`src/rtl/mx_pkg.sv`:
```
// Shared 4x4 matrix definitions for the inverse and multiply stages.
// Row-major element addressing, sequencer state encoding.
package mx_pkg;
    localparam int MX_N  = 4;
    localparam int MX_AW = 4;

    typedef enum logic [1:0] {
        IDLE,
        RUN,
        DRAIN,
        DONE
    } mx_state_t;

    function automatic logic [MX_AW-1:0] mx_addr(
        input logic [1:0] row,
        input logic [1:0] col
    );
        return {row, col};
    endfunction
endpackage

```
`src/rtl/mult_axbinv_ctrl_if.sv`:
```
// Register-file and control bundle for the MxC = MxA * MxBinv stage.
// master: the sequencer; slave: the register files and upstream control.
interface mult_axbinv_ctrl_if #(
    parameter int DW   = 8,
    parameter int ACCW = 2*DW+2
);
    logic                        start;
    logic [mx_pkg::MX_AW-1:0]    addrMxA;
    logic [mx_pkg::MX_AW-1:0]    addrMxBinv;
    logic                        reMx;
    logic signed [DW-1:0]        dataA;
    logic signed [DW-1:0]        dataBinv;
    logic [mx_pkg::MX_AW-1:0]    addrMxC;
    logic                        weMxC;
    logic signed [ACCW-1:0]      dataC;
    logic                        busy;
    logic                        done;

    modport master (
        input  start, dataA, dataBinv,
        output addrMxA, addrMxBinv, reMx,
        output addrMxC, weMxC, dataC, busy, done
    );

    modport slave (
        output start, dataA, dataBinv,
        input  addrMxA, addrMxBinv, reMx,
        input  addrMxC, weMxC, dataC, busy, done
    );
endinterface

```
`src/rtl/mult_axbinv_ctrl_mac.sv`:
```
// Signed multiply-accumulate; acc_next is combinational so the
// caller can write the finished dot product on the same edge.
module mac_unit #(
    parameter int DW   = 8,
    parameter int ACCW = 2*DW+2
) (
    input  logic                   clk,
    input  logic                   rst_n,
    input  logic                   clear,
    input  logic                   en,
    input  logic signed [DW-1:0]   a,
    input  logic signed [DW-1:0]   b,
    output logic signed [ACCW-1:0] acc_next
);
    logic signed [ACCW-1:0] acc;
    logic signed [2*DW-1:0] p2;
    logic signed [ACCW-1:0] prod;

    always_comb begin
        p2       = a * b;
        prod     = ACCW'(p2);
        acc_next = clear ? prod : acc + prod;
    end

    always_ff @(posedge clk or negedge rst_n) begin
        if (!rst_n)  acc <= '0;
        else if (en) acc <= acc_next;
    end
endmodule

```
`src/rtl/mult_axbinv_ctrl.sv`:
```
// MxC = MxA * MxBinv sequencer: 64 issue cycles, one-cycle read
// latency, one MxC write per finished dot product.
module mult_axbinv_ctrl
    import mx_pkg::*;
#(
    parameter int DW   = 8,
    parameter int ACCW = 2*DW+2
) (
    input  logic                  clk,
    input  logic                  rst_n,
    mult_axbinv_ctrl_if.master    bus
);
    mx_state_t              st;
    logic [5:0]             n;
    logic [5:0]             n1;
    logic                   vd;
    logic [1:0]             id, jd, kd;
    logic signed [ACCW-1:0] acc_next;

    assign n1 = n + 6'd1;

    mac_unit #(.DW(DW), .ACCW(ACCW)) u_mac (
        .clk      (clk),
        .rst_n    (rst_n),
        .clear    (kd == 2'd0),
        .en       (vd),
        .a        (bus.dataA),
        .b        (bus.dataBinv),
        .acc_next (acc_next)
    );

    always_ff @(posedge clk or negedge rst_n) begin
        if (!rst_n) begin
            st             <= IDLE;
            n              <= '0;
            bus.reMx       <= 1'b0;
            bus.addrMxA    <= '0;
            bus.addrMxBinv <= '0;
            bus.busy       <= 1'b0;
            bus.done       <= 1'b0;
        end else begin
            bus.done <= 1'b0;
            unique case (st)
                IDLE, DONE: begin
                    st       <= IDLE;
                    bus.busy <= 1'b0;
                    if (bus.start) begin
                        st             <= RUN;
                        n              <= '0;
                        bus.reMx       <= 1'b1;
                        bus.addrMxA    <= mx_addr(2'd0, 2'd0);
                        bus.addrMxBinv <= mx_addr(2'd0, 2'd0);
                        bus.busy       <= 1'b1;
                    end
                end
                RUN: begin
                    // n decodes as {i,j,k}; A(i,k) and Binv(k,j)
                    n              <= n1;
                    bus.addrMxA    <= mx_addr(n1[5:4], n1[1:0]);
                    bus.addrMxBinv <= mx_addr(n1[1:0], n1[3:2]);
                    if (n == 6'd63) begin
                        st       <= DRAIN;
                        bus.reMx <= 1'b0;
                    end
                end
                DRAIN: begin
                    n <= n1;
                    if (n[0]) begin
                        st       <= DONE;
                        n        <= '0;
                        bus.busy <= 1'b0;
                        bus.done <= 1'b1;
                    end
                end
                default: st <= IDLE;
            endcase
        end
    end

    always_ff @(posedge clk or negedge rst_n) begin
        if (!rst_n) begin
            vd          <= 1'b0;
            id          <= '0;
            jd          <= '0;
            kd          <= '0;
            bus.weMxC   <= 1'b0;
            bus.dataC   <= '0;
            bus.addrMxC <= '0;
        end else begin
            vd        <= bus.reMx;
            id        <= n[5:4];
            jd        <= n[3:2];
            kd        <= n[1:0];
            bus.weMxC <= vd && (kd == 2'd3);
            if (vd && (kd == 2'd3)) begin
                bus.dataC   <= acc_next;
                bus.addrMxC <= mx_addr(id, jd);
            end
        end
    end
endmodule

```
`src/flat_wrapper.sv`:
```
// flat-port wrapper written by rule: the top's interface ports become plain ports
module mult_axbinv_ctrl_flat import mx_pkg::*;
#(
    parameter int DW   = 8,
    parameter int ACCW = 2*DW+2
)
  (clk, rst_n, bus_start, bus_dataA, bus_dataBinv, bus_addrMxA, bus_addrMxBinv, bus_reMx, bus_addrMxC, bus_weMxC, bus_dataC, bus_busy, bus_done);
  mult_axbinv_ctrl_if #(.DW(DW), .ACCW(ACCW)) bus_i ();
  input  logic clk;
  input  logic rst_n;
  input wire logic [$bits(bus_i.start)-1:0] bus_start;
  input wire logic [$bits(bus_i.dataA)-1:0] bus_dataA;
  input wire logic [$bits(bus_i.dataBinv)-1:0] bus_dataBinv;
  output wire logic [$bits(bus_i.addrMxA)-1:0] bus_addrMxA;
  output wire logic [$bits(bus_i.addrMxBinv)-1:0] bus_addrMxBinv;
  output wire logic [$bits(bus_i.reMx)-1:0] bus_reMx;
  output wire logic [$bits(bus_i.addrMxC)-1:0] bus_addrMxC;
  output wire logic [$bits(bus_i.weMxC)-1:0] bus_weMxC;
  output wire logic [$bits(bus_i.dataC)-1:0] bus_dataC;
  output wire logic [$bits(bus_i.busy)-1:0] bus_busy;
  output wire logic [$bits(bus_i.done)-1:0] bus_done;
  assign bus_i.start = bus_start;
  assign bus_i.dataA = bus_dataA;
  assign bus_i.dataBinv = bus_dataBinv;
  assign bus_addrMxA = bus_i.addrMxA;
  assign bus_addrMxBinv = bus_i.addrMxBinv;
  assign bus_reMx = bus_i.reMx;
  assign bus_addrMxC = bus_i.addrMxC;
  assign bus_weMxC = bus_i.weMxC;
  assign bus_dataC = bus_i.dataC;
  assign bus_busy = bus_i.busy;
  assign bus_done = bus_i.done;
  mult_axbinv_ctrl #(.DW(DW), .ACCW(ACCW)) u_core (.clk(clk), .rst_n(rst_n), .bus(bus_i));
endmodule
```
`config.mk`:
```
export PLATFORM = sky130hd
export DESIGN_NAME = mult_axbinv_ctrl_flat
export DESIGN_NICKNAME = d
export VERILOG_FILES = /design/src/rtl/mx_pkg.sv /design/src/rtl/mult_axbinv_ctrl_if.sv /design/src/rtl/mult_axbinv_ctrl_mac.sv /design/src/rtl/mult_axbinv_ctrl.sv /design/src/flat_wrapper.sv
export SDC_FILE = /design/constraint.sdc
export NUM_CORES = 1
export LEC_CHECK = 0
export ABC_AREA = 1
export CAP_MARGIN = 20
export CELL_PAD_IN_SITES_DETAIL_PLACEMENT = 2
export CELL_PAD_IN_SITES_GLOBAL_PLACEMENT = 2
export CORE_MARGIN = 2
export CORE_UTILIZATION = 38
export CTS_BUF_LIST = sky130_fd_sc_hd__clkbuf_2 sky130_fd_sc_hd__clkbuf_4 sky130_fd_sc_hd__clkbuf_8
export CTS_CLUSTER_SIZE = 24
export DETAILED_ROUTE_END_ITERATION = 7
export HOLD_SLACK_MARGIN = 0.15
export PLACE_DENSITY = 0.85
export SLEW_MARGIN = 10
export SYNTH_ARGS = -nofsm -noshare
export SYNTH_HDL_FRONTEND = slang
export SYNTH_SLANG_ARGS = --single-unit
```
`constraint.sdc`:
```
create_clock -name clk -period 4.1 [get_ports clk]
set_input_delay 0.41 -clock clk [delete_from_list [all_inputs] [get_ports clk]]
set_output_delay 0.41 -clock clk [all_outputs]
set_load 0.02 [all_outputs]
```
==> metrics.md, run 1 <==
| Metric | Value |
|---|---|
| Die outline height | 135 um |
| Ys Warns | 0 |
| Nets in the synthesized netlist | just over 1000 |
| Post-synthesis cell area | 6490 um^2 |
| Last flow stage reached | global routing (5_1_grt) |
| Mapped Cells | 886 |
| Starting utilization of the core area | 0.390 |
| Clock sink total | 65 |
| Crit. endpoint post-GRT repair | u_core.u_mac.acc[17]$_DFFE_PN0P_/D |
| Cell type contributing the most total cell area after synthesis | dfrtp_1 |
| Count of state elements after synthesis | 65 |
| # IOs | 53 |
| Result of the run | aborted with a tool error |
| Area share of the largest cell type after synthesis | 0.251 |
| Err | [ERROR DPL-0033] detailed placement checks failed during check placement. |
| Biggest area contributors in the synthesized netlist | dfrtp_1 25%, fa_1 17%, nand2_1 17% |
| Initial antenna violation count | 2 |
| Port bufs | 52 |
| TritonCTS Buffers | 9 |
| Pre-CTS worst setup slack | -2.12 ns |
| HPWL Detailed | 20800 um |
| Pin count of the biggest net entering global routing | 35 |
| Proportion of synthesized chip area in sequential cells | 0.251 |
| Syn_area_per_cell | 7.33 um^2 |
| GP Congestion | 0.899 |
| Horizontal extent of the die | 135 um |
| Kind of pin the worst path terminates on | register input |
| Count of H-tree levels built during CTS | 3 |
| Cell row count | 47 |
| Cell variety after synth | 36 |
| Root Buffer Master | clkbuf_8 |
| Maximum clock path buffer count | 2 |
==> stage by stage <==
stage | hold WS [ns] | TNS, ns | cell area (um^2) | std cells
after CTS | 0.416 | -21.95 | 8730 | 1237
after detailed placement | 0.400 | -46.25 | 7990 | 1198
after global placement | 0.393 | -34.63 | 7990 | 1198
after floorplan | 0.114 | -11.15 | 6940 | 886
==> synth_stat cells (all sizes together) <==
cell type  number
inv           193
a31o            1
o21bai          3
clkbuf         17
nand3b          6
a21oi          25
nand2         295
o22ai           5
a21o            1
nor3            2
and2            1
xnor2           4
xor2            8
o31ai           2
buf            11
or2             5
nand4           4
fa             56
nor2           45
ha             50
mux2i           1
o21ai          44
a31oi           5
nand3          37
dfrtp          65
==> timing repair <==
action,CTS
endpoints found under the setup margin,28
hold buffers,1
pin swaps,79
endpoints found under the hold margin,31
buffers inserted,22
gates resized for setup,184
==> kinds of logic after synthesis <==
family | count (synthesis) | share of synthesized area
muxes | 1 | 0.00154
adders and majority gates | 106 | 0.269
AOI/OAI and AO/OA | 86 | 0.0746
buffers and inverters | 221 | 0.131
and+or+nand+nor | 395 | 0.255
DFF | 65 | 0.251
xor gates and xnor gates | 12 | 0.0173
==> inputs of run 2 (changes only) <==
- CELL_PAD_IN_SITES_DETAIL_PLACEMENT: 2 -> not set
- CELL_PAD_IN_SITES_GLOBAL_PLACEMENT: 2 -> not set
- CORE_UTILIZATION: 38 -> 32
- CTS_BUF_LIST: sky130_fd_sc_hd__clkbuf_2 sky130_fd_sc_hd__clkbuf_4 sky130_fd_sc_hd__clkbuf_8 -> not set
- CTS_CLUSTER_SIZE: 24 -> not set
- HOLD_SLACK_MARGIN: 0.15 -> not set
- PLACE_DENSITY: 0.85 -> not set
- PLACE_DENSITY_LB_ADDON: not set -> 0.15
==> run 2 against run 1 <==
Net effect: the flow now finishes, with violations (negative setup slack); area after synthesis unchanged; synthesized cell count is the same.
==> metrics.md, run 2 <==
| Metric | Value |
|---|---|
| Result of the run | finished, violations left (was aborted with a tool error) |
| Violations in the final reports | negative setup slack |
| Post-layout minimum cycle time | between 4 and 5 ns |
| Prevailing post-synth register cell | dfrtp_1 (unchanged) |
| Via/cell ratio | approximately 4.4 |
| # IOs | 53 (unchanged) |
| Final slew viol count | 0 |
| Remaining global-route overflow | 0 |
| Reg2Reg Capture Point | u_core.u_mac.acc[5]$_DFFE_PN0P_ |
| Length of the first detailed-routing pass in iterations | 5 |
| Overall routed net length | 17500 um |
| Count of state elements after synthesis | 65 (unchanged) |
| Cell type contributing the most total cell area after synthesis | dfrtp_1 (unchanged) |
| Nets | 1164 |
| Count of vias placed by the detailed router | a little under 6000 |
| Per-cell routed wire length | between 10 and 15 um |
| Starting utilization of the core area | 0.324 (was 0.390) |
| Mapped Cells | 886 (unchanged) |
| Start-to-end type of the worst setup path | input pin to register |
| Detailed Route Iter0 Violations | 202 |
| Delay-heaviest family, CP | adder cells |
| Maxcap violations | 0 |
| Data arrival time of the worst path | about 5.2 ns |
| Biggest area contributors in the synthesized netlist | dfrtp_1 25%, fa_1 17%, nand2_1 17% (unchanged) |
| Rel. slew slack | 0.379 |
| Syn_area_per_cell | 7.33 um^2 (unchanged) |
| Proportion of synthesized chip area in sequential cells | 0.251 (unchanged) |
| Core box area | 20000 um^2 |
| Crit path required time | 4.32 ns |
| TritonCTS Buffers | 9 (unchanged) |
| Final Hold Slack | roughly 0.06 ns |
| Die outline height | 146 um (was 135 um) |
| Post-synthesis cell area | 6490 um^2 (unchanged) |
| Area share of the largest cell type after synthesis | 0.251 (unchanged) |
| Cell variety after synth | 36 (unchanged) |
| Period utilisation layout | 1.22 |
| Final setup vio count | 24 |
| Worst setup path startpoint | bus_dataBinv[5] |
| Number of synthesized flops with an enable pin | 0 (unchanged) |
| Clock sink total | 65 (unchanged) |
| Leading cell type in the layout, fill and taps excluded | nand2_1 |
| Pin count of the biggest net entering global routing | 45 |
| Maximum clock path buffer count | 2 (unchanged) |
| Total instance count after detailed placement | 1261 (was 1198) |
| Share of flip-flops with an asynchronous set or reset after synthesis | 1.00 (unchanged) |
| Fraction of layout cells with a size suffix above 1 | 0.318 |
| Nets in the synthesized netlist | 1011 (unchanged) |
| RSZ-0062 raised after global routing | true |
| HPWL Detailed | 13500 um (was 20800 um) |
| Most used cells in the layout excluding fill and tap cells | 251 x nand2_1, 152 x inv_1, 103 x buf_4 |
| Root Buffer Master | clkbuf_16 (was clkbuf_8) |
| Number of global-route vias before repair | 6003 |
| Capturing element type of the critical path | register |
| Classification of the worst-slack hold path | input pin to async pin |
| Port bufs | 52 (unchanged) |
| Clock-pin transition on the worst setup and hold timing paths | ~0.07 ns |
| Cell row count | 52 (was 47) |
| Area delta synth->final | 43.1% |
| CTS tree | yes |
| Worst reg2reg path depth | 4 |
| Clock network latency to the later pin of the worst-skew pair | 0.34 ns |
| Count of H-tree levels built during CTS | 3 (unchanged) |
| Top Registers | u_core.bus.dataC x18, u_core.u_mac.acc x18, u_core.n x6 |
| Worst clock skew | between 0.01 and 0.015 ns |
| Worst r2r src | u_core.kd[1]$_DFF_PN0_ |
| Horizontal extent of the die | 146 um (was 135 um) |
| Initial antenna violation count | 0 |
| Overall die area | between 20000 and 25000 um^2 |
| Non-filler cells in the finished layout | roughly 1300 |
| Startpoint class of the critical path | input pin |
| GP Congestion | 0.902 (was 0.899) |
| Buf/Inv on CP | 8 |
| Top achievable clock speed | about 200 MHz |
| Endpoints failing hold | 0 |
| Global-route wire length before repair | between 20000 and 30000 um |
| Cell with the most instances after synthesis | nand2_1 (unchanged) |
| Register-to-register path setup slack | around 1.8 ns |
| Remaining design rule violation count | 0 |
| CTS Hold Buffers Added | 0 (was 1) |
| Critical Path Fanout Max | 4 |
| Slowest Stage Delay on Critical Path | ~0.56 ns |
| Number of antenna-violating nets in the routed design | 0 |
| GR Util All Layers | 0.172 |
| Final worst slack | -0.885 ns |
| Ys Warns | 0 (unchanged) |
| Worst Max-Slew Pin Slew | 0.921 ns |
| Commonest cells post-synth | 289 x nand2_1, 188 x inv_1, 65 x dfrtp_1, 56 x fa_1, 50 x ha_1 (unchanged) |
| Antenna cell count | 0 |
| Slowest stage cell, crit path | fa_1 |
run 2: cell counts after synthesis:
No cell type changed its count.
run 2: worst register-to-register path, stage by stage, from the launching register on:
cell and delay [ns]:
dfrtp_1 0.38, nor2_2 0.72, inv_2 0.41, o21ai_0 0.49, o21ai_0 0.14
run 2: cell families (layout without fill, tap and decap cells):
group           Yosys count  in the layout  share of synthesized area
flops                    65             65                      0.251
xor+xnor                 12             12                     0.0173
simple gates            395            395                      0.255
fa+ha+maj               106            106                      0.269
mux                       1              1                    0.00154
buf+inv                 221            379                      0.131
compound gates           86             86                     0.0746
run 2: how the worst max path moves through the flow:
| stage | slack, ns | to | depth (start not counted) |
|---|---|---|---|
| 6_report | -0.88 | u_core.u_mac.acc[17]$_DFFE_PN0P_ | 30 |
| 5_1_grt | -1.12 | u_core.u_mac.acc[17]$_DFFE_PN0P_ | 30 |
| 4_1_cts | -0.90 | u_core.u_mac.acc[17]$_DFFE_PN0P_ | 31 |
| 3_5_place_dp | -1.78 | u_core.u_mac.acc[17]$_DFFE_PN0P_ | 32 |
| 3_3_place_gp | -1.81 | u_core.u_mac.acc[17]$_DFFE_PN0P_ | 30 |
| 2_1_floorplan | -0.81 | u_core.bus.dataC[17]$_DFFE_PN0P_ | 31 |
run 2: layer usage:
layer / track usage / wire (um) / vias up
li1: - / - / 2982
met1: 0.242 / 8600 / 2742
met2: 0.279 / 8020 / 83
met3: 0.0231 / 569 / 21
met4: 0.0505 / 288 / 0
met5: 0 / 0 / -
run 2: layout make-up:
type | count | area (um^2)
timing repair buffer | 170 | 1470
fill | 2027 | 10700
tap | 270 | 338
sequential | 65 | 1630
inverter | 193 | 732
clock buffer | 9 | 225
clock inverter | 7 | 53.8
multi-input combinational | 600 | 4850
run 2: stage by stage:
stage / setup TNS (ns) / utilization / cell area (um^2) / setup slack [ns]
5_1_grt: -20.28 / 0.464 / 9290 / -1.12
4_1_cts: -16.19 / 0.445 / 8920 / -0.899
3_3_place_gp: -40.26 / 0.407 / 8150 / -1.81
6_report: -15.36 / 0.464 / 9290 / -0.885
2_1_floorplan: -11.15 / - / 6940 / -0.808
3_5_place_dp: -39.95 / 0.407 / 8150 / -1.78
run 2: timing repair:
item                       in CTS  in global routing
buffers inserted               26                 12
pin swaps                      68                 89
gates resized for setup       148                 90
setup endpoints to repair      26                 24
Power of run 2 is not shown: default switching activity piles up to over one toggle a cycle in this logic, so the estimate is an artifact.
